--- config.mk ---
export PLATFORM = sky130hd
export DESIGN_NAME = axis_to_fifo
export DESIGN_NICKNAME = d
export VERILOG_FILES = /design/src/rtl/ip_stack_axis_pkg.sv /design/src/rtl/axis_skid_buffer.sv /design/src/rtl/axis_to_fifo.sv
export SDC_FILE = /design/constraint.sdc
export NUM_CORES = 2
export LEC_CHECK = 0
export ABC_AREA = 0
export CORE_AREA = 2 2 439 441
export DETAILED_ROUTE_END_ITERATION = 12
export DIE_AREA = 0 0 441 443
export PLACE_DENSITY = 0.55
export SYNTH_ARGS = -nofsm -noshare
export SYNTH_HDL_FRONTEND = slang
export SYNTH_HIERARCHICAL = 1
export SYNTH_SLANG_ARGS = --single-unit
--- constraint.sdc ---
create_clock -name clock -period 1.6 [get_ports clock]
set_input_delay 0.24 -clock clock [delete_from_list [all_inputs] [get_ports clock]]
set_output_delay 0.24 -clock clock [all_outputs]
set_load 0.1 [all_outputs]
--- src/rtl/ip_stack_axis_pkg.sv ---
// Shared definitions for the AXI-Stream ingress blocks: frame state
// encoding and the frame-boundary next-state helper.
package ip_stack_axis_pkg;

  // Byte lane width used to size tkeep
  localparam int BYTE_BITS = 8;

  // One-hot style encoding, shared with other blocks that decode it
  typedef enum logic [7:0] {
    IDLE     = 8'h01,
    IN_FRAME = 8'h02,
    DROP     = 8'h04
  } frame_state_e;

  // Next frame state for one clock edge.
  //   beat       : a beat is accepted on this edge
  //   last       : that beat closes its frame
  //   drop_start : a frame starting on this beat is to be discarded
  // A single-beat frame (first beat is also last) never leaves IDLE,
  // whether it is kept or dropped.
  function automatic frame_state_e frame_next_state(
    input frame_state_e state,
    input logic         beat,
    input logic         last,
    input logic         drop_start
  );
    frame_state_e next;
    next = state;
    case (state)
      IDLE: begin
        if (beat && !last) begin
          next = drop_start ? DROP : IN_FRAME;
        end
      end
      IN_FRAME, DROP: begin
        if (beat && last) begin
          next = IDLE;
        end
      end
      default: next = IDLE;
    endcase
    return next;
  endfunction

  // True when a beat accepted in this state must not reach the FIFO
  function automatic logic frame_discards_beat(
    input frame_state_e state,
    input logic         drop_start
  );
    return (state == DROP) || ((state == IDLE) && drop_start);
  endfunction

endpackage

--- src/rtl/axis_skid_buffer.sv ---
// Two-entry elastic buffer: an output register (OUT) feeding the sink and
// a skid register (SKID) that absorbs the one extra beat that can arrive
// while the registered ready is still high. The upstream ready is
// registered and means "SKID will be empty after this edge".
module axis_skid_buffer #(
  parameter int WIDTH = 513
) (
  input  logic             clock,
  input  logic             reset,
  // Upstream side: push_i is only asserted while ready_o is high
  input  logic             push_i,
  input  logic [WIDTH-1:0] data_i,
  // Forces ready_o high for the next cycle (beats are being discarded)
  input  logic             hold_ready_i,
  output logic             ready_o,
  // Downstream side: OUT drains on any cycle where pop_ready_i is high
  input  logic             pop_ready_i,
  output logic             out_valid_o,
  output logic [WIDTH-1:0] out_data_o
);

  logic             out_valid_q;
  logic             out_valid_d;
  logic [WIDTH-1:0] out_data_q;
  logic [WIDTH-1:0] out_data_d;
  logic             skid_valid_q;
  logic             skid_valid_d;
  logic [WIDTH-1:0] skid_data_q;
  logic [WIDTH-1:0] skid_data_d;
  logic             ready_q;
  logic             drain;

  // OUT leaves the buffer this cycle
  assign drain = out_valid_q && pop_ready_i;

  // Next-state of both entries: OUT refills from SKID first, then from
  // the incoming beat; SKID only fills when OUT is occupied and stalled.
  always_comb begin
    out_valid_d  = out_valid_q;
    out_data_d   = out_data_q;
    skid_valid_d = skid_valid_q;
    skid_data_d  = skid_data_q;
    if (drain || !out_valid_q) begin
      if (skid_valid_q) begin
        out_valid_d  = 1'b1;
        out_data_d   = skid_data_q;
        skid_valid_d = push_i;
        if (push_i) begin
          skid_data_d = data_i;
        end
      end else begin
        out_valid_d = push_i;
        if (push_i) begin
          out_data_d = data_i;
        end
      end
    end else if (push_i) begin
      skid_valid_d = 1'b1;
      skid_data_d  = data_i;
    end
  end

  // Register both entries and the upstream ready
  always_ff @(posedge clock) begin
    if (reset) begin
      out_valid_q  <= 1'b0;
      out_data_q   <= '0;
      skid_valid_q <= 1'b0;
      skid_data_q  <= '0;
      ready_q      <= 1'b0;
    end else begin
      out_valid_q  <= out_valid_d;
      out_data_q   <= out_data_d;
      skid_valid_q <= skid_valid_d;
      skid_data_q  <= skid_data_d;
      ready_q      <= hold_ready_i || !skid_valid_d;
    end
  end

  assign ready_o     = ready_q;
  assign out_valid_o = out_valid_q;
  assign out_data_o  = out_data_q;

endmodule

--- src/rtl/axis_to_fifo.sv ---
// AXI-Stream to FIFO write-port bridge. Beats pass through a two-entry
// skid buffer so tready_out can be registered while the FIFO's full flag
// is honoured combinationally. A frame tracker counts completed frames.
// Optional feature, enabled by defining AXIS_TO_FIFO_DROP_EN: a frame
// whose first beat arrives while fifo_almost_full is high is discarded
// in full and counted in drop_count.
module axis_to_fifo
  import ip_stack_axis_pkg::*;
#(
  parameter int DATA_SIZE   = 512,
  parameter int COUNT_WIDTH = 16
) (
  input  logic                           clock,
  input  logic                           reset,
  // AXI-Stream slave
  input  logic                           tvalid_in,
  output logic                           tready_out,
  input  logic [DATA_SIZE-1:0]           tdata_in,
  input  logic                           tlast_in,
  input  logic [DATA_SIZE/BYTE_BITS-1:0] tkeep_in,
  // FIFO write port
  output logic                           fifo_write_enable,
  output logic [DATA_SIZE-1:0]           fifo_data_in,
  output logic                           fifo_last_in,
  input  logic                           fifo_full,
  input  logic                           fifo_almost_full,
  // Statistics
  output logic [COUNT_WIDTH-1:0]         frame_count,
  output logic [COUNT_WIDTH-1:0]         drop_count
);

  frame_state_e           state_q;
  frame_state_e           state_d;
  logic                   accept;
  logic                   almost_full_eff;
  logic                   discard;
  logic                   push;
  logic                   hold_ready;
  logic                   out_valid;
  logic [DATA_SIZE:0]     out_data;
  logic [COUNT_WIDTH-1:0] frame_count_q;

  // Byte enables are carried on the bus but the FIFO stores no keep lane
  logic unused_tkeep;
  assign unused_tkeep = ^tkeep_in;

  assign accept  = tvalid_in && tready_out;
  assign discard = frame_discards_beat(state_q, almost_full_eff);
  assign push    = accept && !discard;
  assign state_d = frame_next_state(state_q, accept, tlast_in, almost_full_eff);

  // While a frame is being discarded nothing enters the buffer, so the
  // upstream can be kept flowing regardless of FIFO back-pressure.
  assign hold_ready = (state_d == DROP);

  axis_skid_buffer #(
    .WIDTH (DATA_SIZE + 1)
  ) u_skid (
    .clock        (clock),
    .reset        (reset),
    .push_i       (push),
    .data_i       ({tlast_in, tdata_in}),
    .hold_ready_i (hold_ready),
    .ready_o      (tready_out),
    .pop_ready_i  (!fifo_full),
    .out_valid_o  (out_valid),
    .out_data_o   (out_data)
  );

  assign fifo_write_enable            = out_valid && !fifo_full;
  assign {fifo_last_in, fifo_data_in} = out_data;

  // Frame tracker: advances only on accepted beats
  always_ff @(posedge clock) begin
    if (reset) begin
      state_q <= IDLE;
    end else begin
      state_q <= state_d;
    end
  end

  // Completed-frame counter: a frame is complete when its last beat is
  // written into the FIFO; wraps naturally at the counter width
  always_ff @(posedge clock) begin
    if (reset) begin
      frame_count_q <= '0;
    end else if (fifo_write_enable && fifo_last_in) begin
      frame_count_q <= frame_count_q + COUNT_WIDTH'(1);
    end
  end

  assign frame_count = frame_count_q;

`ifdef AXIS_TO_FIFO_DROP_EN
  logic [COUNT_WIDTH-1:0] drop_count_q;

  assign almost_full_eff = fifo_almost_full;

  // Dropped-frame counter: one count per discarded frame, taken at its
  // first beat
  always_ff @(posedge clock) begin
    if (reset) begin
      drop_count_q <= '0;
    end else if (accept && (state_q == IDLE) && almost_full_eff) begin
      drop_count_q <= drop_count_q + COUNT_WIDTH'(1);
    end
  end

  assign drop_count = drop_count_q;
`else
  // Without the drop feature every frame is written; the threshold flag
  // has no effect
  logic unused_almost_full;
  assign unused_almost_full = fifo_almost_full;
  assign almost_full_eff    = 1'b0;
  assign drop_count         = '0;
`endif

endmodule

; Word level (Yosys, flattened, before mapping)
; Index checks and enable logic that the tools add are counted.
[totals]
romBits = 0
input_bits = 582
latch_bits = 0
memories = 0
regBits = 1053
mem_bits_rw = 0
[classes]
mux = 12
n_mul = 0
order_cmp = 0
div = 0
bitwise = 0
reduce_logical = 16
n_eq_ne = 5
shift = 0
addsub = 1
[op_table]
columns = op, n
row1 = 2-to-1 mux 513 bit, 5
row2 = adder 16 x 1 -> 16 bit (second input constant), 1
row3 = equality test 8 x 3 -> 1 bit (second input constant), 2
row4 = 2-to-1 mux 8 bit, 2
row5 = case mux 8 bit (2 select lines), 1
row6 = equality test 8 x 1 -> 1 bit (second input constant), 1
row7 = equality test 8 x 2 -> 1 bit (second input constant), 1
row8 = logical AND 1 bit, 6
row9 = zero test 1 bit, 5
row10 = 2-to-1 mux 1 bit, 4
row11 = logical OR 1 bit, 2
row12 = inequality test 2 x 1 -> 1 bit (second input constant), 1
row13 = AND reduction 2 bit, 1
row14 = nonzero test 2 bit, 1
row15 = OR reduction 2 bit, 1

; Depth between registers and ports, before layout
[depth]
ltp_word = 7
ltp_mapped = 8
depth_no_buf = 5

; Modules after synthesis
; The synthesis kept the hierarchy.
[modules_own_cells]
columns = module, area_per_inst_um2, n_inst, cells_each
row1 = axis_skid_buffer, 46166.8, 1, 4573
row2 = axis_to_fifo, 1148.6, 1, 128

; Least setup slack after synthesis
; OpenSTA, ideal clock, no wires.
[synth_timing]
path_type = register to register
startpoint = register u_skid.out_valid_q, in the netlist u_skid/out_valid_o
endpoint = register frame_count_q[0], in the netlist frame_count[0]
required_ps = 1533
n_path_buf = 0
slack_ps = -807
arrival_time_ps = 2340
stages_incl_launch_ff = 5
cell_sequence = dfxtp_1 nor2b_1 nand2_1 xor2_1 nor2_1
[synth_between]
elab_chain_cells = 2
[synth_rtl]
columns = element, line
row1 = start: declaration, axis_skid_buffer.sv:22  ; logic out_valid_q;
row2 = start signal: assignment, axis_skid_buffer.sv:72  ; out_valid_q <= out_valid_d;
row3 = logical AND 1 bit, axis_to_fifo.sv:70  ; assign fifo_write_enable = out_valid && !fifo_full;
row4 = via fifo_write_enable, axis_to_fifo.sv:22  ; output logic fifo_write_enable,
row5 = logical AND 1 bit, axis_to_fifo.sv:87  ; end else if (fifo_write_enable && fifo_last_in) begin
row6 = end signal: assignment, axis_to_fifo.sv:88  ; frame_count_q <= frame_count_q + COUNT_WIDTH'(1);
row7 = end: declaration, axis_to_fifo.sv:41  ; logic [COUNT_WIDTH-1:0] frame_count_q;
; The timed path passes the listed nets, and every way through them passes these cells.
; A chain may end at the register's enable or synchronous reset.

; Final worst setup path
[layout_timing]
startpoint = register state_q[1]
endpoint = register u_skid.out_data_q[96], in the netlist u_skid/out_data_o[96]
[layout_between]
elab_chain_cells = 5
[layout_rtl]
columns = element, line
row1 = start: declaration, axis_to_fifo.sv:32  ; frame_state_e state_q;
row2 = start signal: assignment, axis_to_fifo.sv:78  ; state_q <= state_d;
row3 = equality test 8 x 3 -> 1 bit, ip_stack_axis_pkg.sv:50  ; return (state == DROP) || ((state == IDLE) && drop_start);
row4 = zero test 1 bit, axis_to_fifo.sv:49  ; assign push = accept && !discard;
row5 = logical AND 1 bit, axis_to_fifo.sv:49
row6 = via push, axis_to_fifo.sv:37  ; logic push;
row7 = nonzero test 2 bit (no line), --
row8 = AND reduction 2 bit (no line), --
row9 = end signal: assignment, axis_skid_buffer.sv:73  ; out_data_q <= out_data_d;
row10 = end: declaration, axis_skid_buffer.sv:24  ; logic [WIDTH-1:0] out_data_q;
; The timed path passes the listed nets, and every way through them passes these cells.

==> results.cfg <==
[status]
outcome = complete, but fails checks
violations = setup timing

[worst_setup_path]
crit_required_ns = 2.31
end_kind = flip-flop
crit_arrival_ns = 2.65
critPathKind = reg2reg
cp-start-kind = flip-flop
path_max_fanout = 18

[floorplanning]
coreArea_um2 = 191000
die-area_um2 = 195000
floorplan.initialDensity_pct = 24.8
ioPinCount = 1129
die_y_um = 443
rows = 161
die_w_um = 441

[layout]
area_growth_pct = 66.5
final_area_um2 = 78800
drive_gt1_share_pct = 27.1
final_core_util_pct = 41.2
nets = 6697

[synth]
synth_top_family_by_area = multiplexers
synth-seq-cells = 1053
syn-instance-count = 4701
synth.avg_cell_area_um2 = 10.1
synth_area_leaders = dfxtp_1 45%, mux2i_1 22%, nand2b_1 14%
yosysTopAreaCell = dfxtp_1
synth-simple-area-share_pct = 14.3
synthArstFlopShare_pct = 0
synth_warnings = 6
yosysTopAreaCellShare_pct = 44.6
netlist_area_um2 = 47300
synthXorXnorAreaFrac_pct = 0.204
yosysSeqAreaShare_pct = 44.6
synthFlopType = dfxtp_1
synth-edff-count = 0
yosys.cell_types.count = 44
synth_compound_area_share_pct = 13.8
synth.area.mux_share_pct = 21.7
synth_fa_ha_area_share_pct = 0.0264

[place]
placed_area_um2 = 69300
hpwl_um = 134000
preCtsSetupSlack_ns = -0.633
gp_congestion = 0.828
port_buffers = 1047

[clock_tree]
numCtsBuffers = 131
htreeDepth = 4
cts_max_path_buffers = 3
cts_tree = done
insertion_delay_ns = 0.79
clockRootBuffer = clkbuf_16
cts_sinks = 1053
clkTransAtPathRegs_ns = 0.06

[timing]
finalMaxSlewViolations = 0
fmax_mhz = 517
fin_crit_sh_pct = 121
period_minus_slack_ns = 1.93
setup_ws_ns = -0.334
hold_violations = 0
setup_violations = 1490
clock_skew_ns = 0.0347
rsz0062_at_grt = yes

[drt]
drc_errors = 0
drt.antenna.violating_nets = 0
vias = 40398
vias_per_cell = 4.62
drt-initial-drc-count = 1831
wl_per_cell_um = 21.1
wirelength_um = 184000
drtPass1Iterations = 5

[global_route]
first_global_vias = 40928
grt_pass1_wl_um = 269000
grt-ovfl-total = 0
grt_usage_pct = 18.0
grt_antenna_before_repair = 22
grt_max_degree = 103

[power_and_ir_drop]
total_power_uw = 78500
irDropWorstVdd_mv = 0.747
power_leakage_uw = 0.0269
power_per_cell_area_nw_per_um2 = 997

[min_path]
min_path_type = in2reg

[flow_run]
maxCapViolCount = 0
[cells by family after synthesis]
group / count (synthesis)
buffers and inverters: 475
muxes: 1026
AOI/OAI and AO/OA: 1045
xor gates and xnor gates: 11
DFF: 1053
adders and majority gates: 1
and+or+nand+nor: 1089
other: 1
[final cells by class]
type	instances	area, um^2
multi-input combinational	3193	26100
inverter	1	3.75
fill	17911	112000
antenna	15	37.5
clock inverter	34	469
timing repair buffer	1734	24000
sequential	1053	21200
tap	2526	3160
clock buffer	192	3830
[through the flow]
step / std cells / hold WS (ns) / TNS [ns]
floorplan: 4721 / 0.395 / -72.58
global placement: 8191 / 0.456 / -543.60
detailed placement: 8191 / 0.461 / -538.91
CTS: 8720 / 0.000784 / -274.17
global route: 8747 / 0.0386 / -342.99
finish: 8748 / 0.0872 / -213.39
[layer usage]
layer | track usage [%] | part of all wire, %
met3 | 3.46 | 4.5
met1 | 22.6 | 43
met2 | 30.6 | 49
met4 | 6.16 | 2.9
met5 | 0 | 0.046
[sequential cells by signal (all words and copies together) (netlist names)]
register	cells
u_skid/out_data_o	513
u_skid/skid_data_q	513
frame_count	16
state_q	8
u_skid/out_valid_o	1
u_skid/ready_o	1
u_skid/skid_valid_q	1
[critical path, cell delays in order (launching register included)]
cell	delay (ns)
dfxtp_2	0.33
nor3b_4	0.25
a31oi_4	0.13
buf_6	0.14
nor2_4	0.11
nor2_4	0.06
buf_12	0.16
buf_16	0.19
buf_12	0.20
a211oi_1	0.23
[report_power, final]
group | internal (uW) | switching (uW) | total, uW
Sequential | 27300 | 1450 | 28800
Clock | 17500 | 12500 | 30000
Combinational | 8000 | 11800 | 19700
Total | 52900 | 25700 | 78500
[cells in the final DEF, fill, tap and decap left out, types with 19 or more instances in the layout]
cell type | synthesis | routed
buf_6 | 20 | 28
a21oi_2 | 0 | 257
dfxtp_4 | 0 | 19
a21oi_1 | 520 | 263
conb_1 | 1 | 21
buf_12 | 0 | 653
buf_16 | 0 | 23
clkbuf_1 | 174 | 31
dlygate4sd3_1 | 0 | 283
a211oi_1 | 515 | 260
nand2b_1 | 1027 | 1026
mux2i_1 | 1026 | 1026
dfxtp_1 | 1053 | 1027
a211oi_2 | 0 | 255
clkdlybuf4s50_1 | 0 | 515
clkbuf_8 | 0 | 28
buf_4 | 104 | 212
clkbuf_16 | 0 | 143
[worst paths after layout]
path                                             start                                    to  slack (ns)  cells past startpoint
setup reg to reg                 state_q[1]$_SDFF_PP0_    u_skid/out_data_o[96]$_SDFFE_PP0P_       -0.33                      9
hold / removal                           tdata_in[430]  u_skid/skid_data_q[430]$_SDFFE_PP0P_        0.09                      3
setup / recovery                 state_q[1]$_SDFF_PP0_    u_skid/out_data_o[96]$_SDFFE_PP0P_       -0.33                      9
hold reg to reg   u_skid/skid_data_q[451]$_SDFFE_PP0P_  u_skid/skid_data_q[451]$_SDFFE_PP0P_        0.47                      2
[Yosys cell counts (2+ instances only)]
library cell     n
dfxtp_1       1053
a211oi_1       515
nand3_1          8
nand2_1         12
or3_2            2
xnor2_1          3
clkbuf_4         5
buf_6           20
a31oi_1          2
nand4_1          3
a21oi_1        520
buf_1           14
clkbuf_1       174
xor2_1           8
o21ai_0          4
nor2b_1          2
nor3_1           4
or3_1            3
mux2i_1       1026
buf_4          104
buf_2          157
nand2b_1      1027
nor2_1          14
[repair_timing]
action	in CTS	in global routing
setup buffers	8	2
endpoints found under the hold margin	283	0
setup endpoints to repair	1501	1554
cloned	12	11
pin swaps	3	4
hold buffers	283	0
gates resized for setup	181	174
Note: power is estimated with default switching activity, not from simulation.
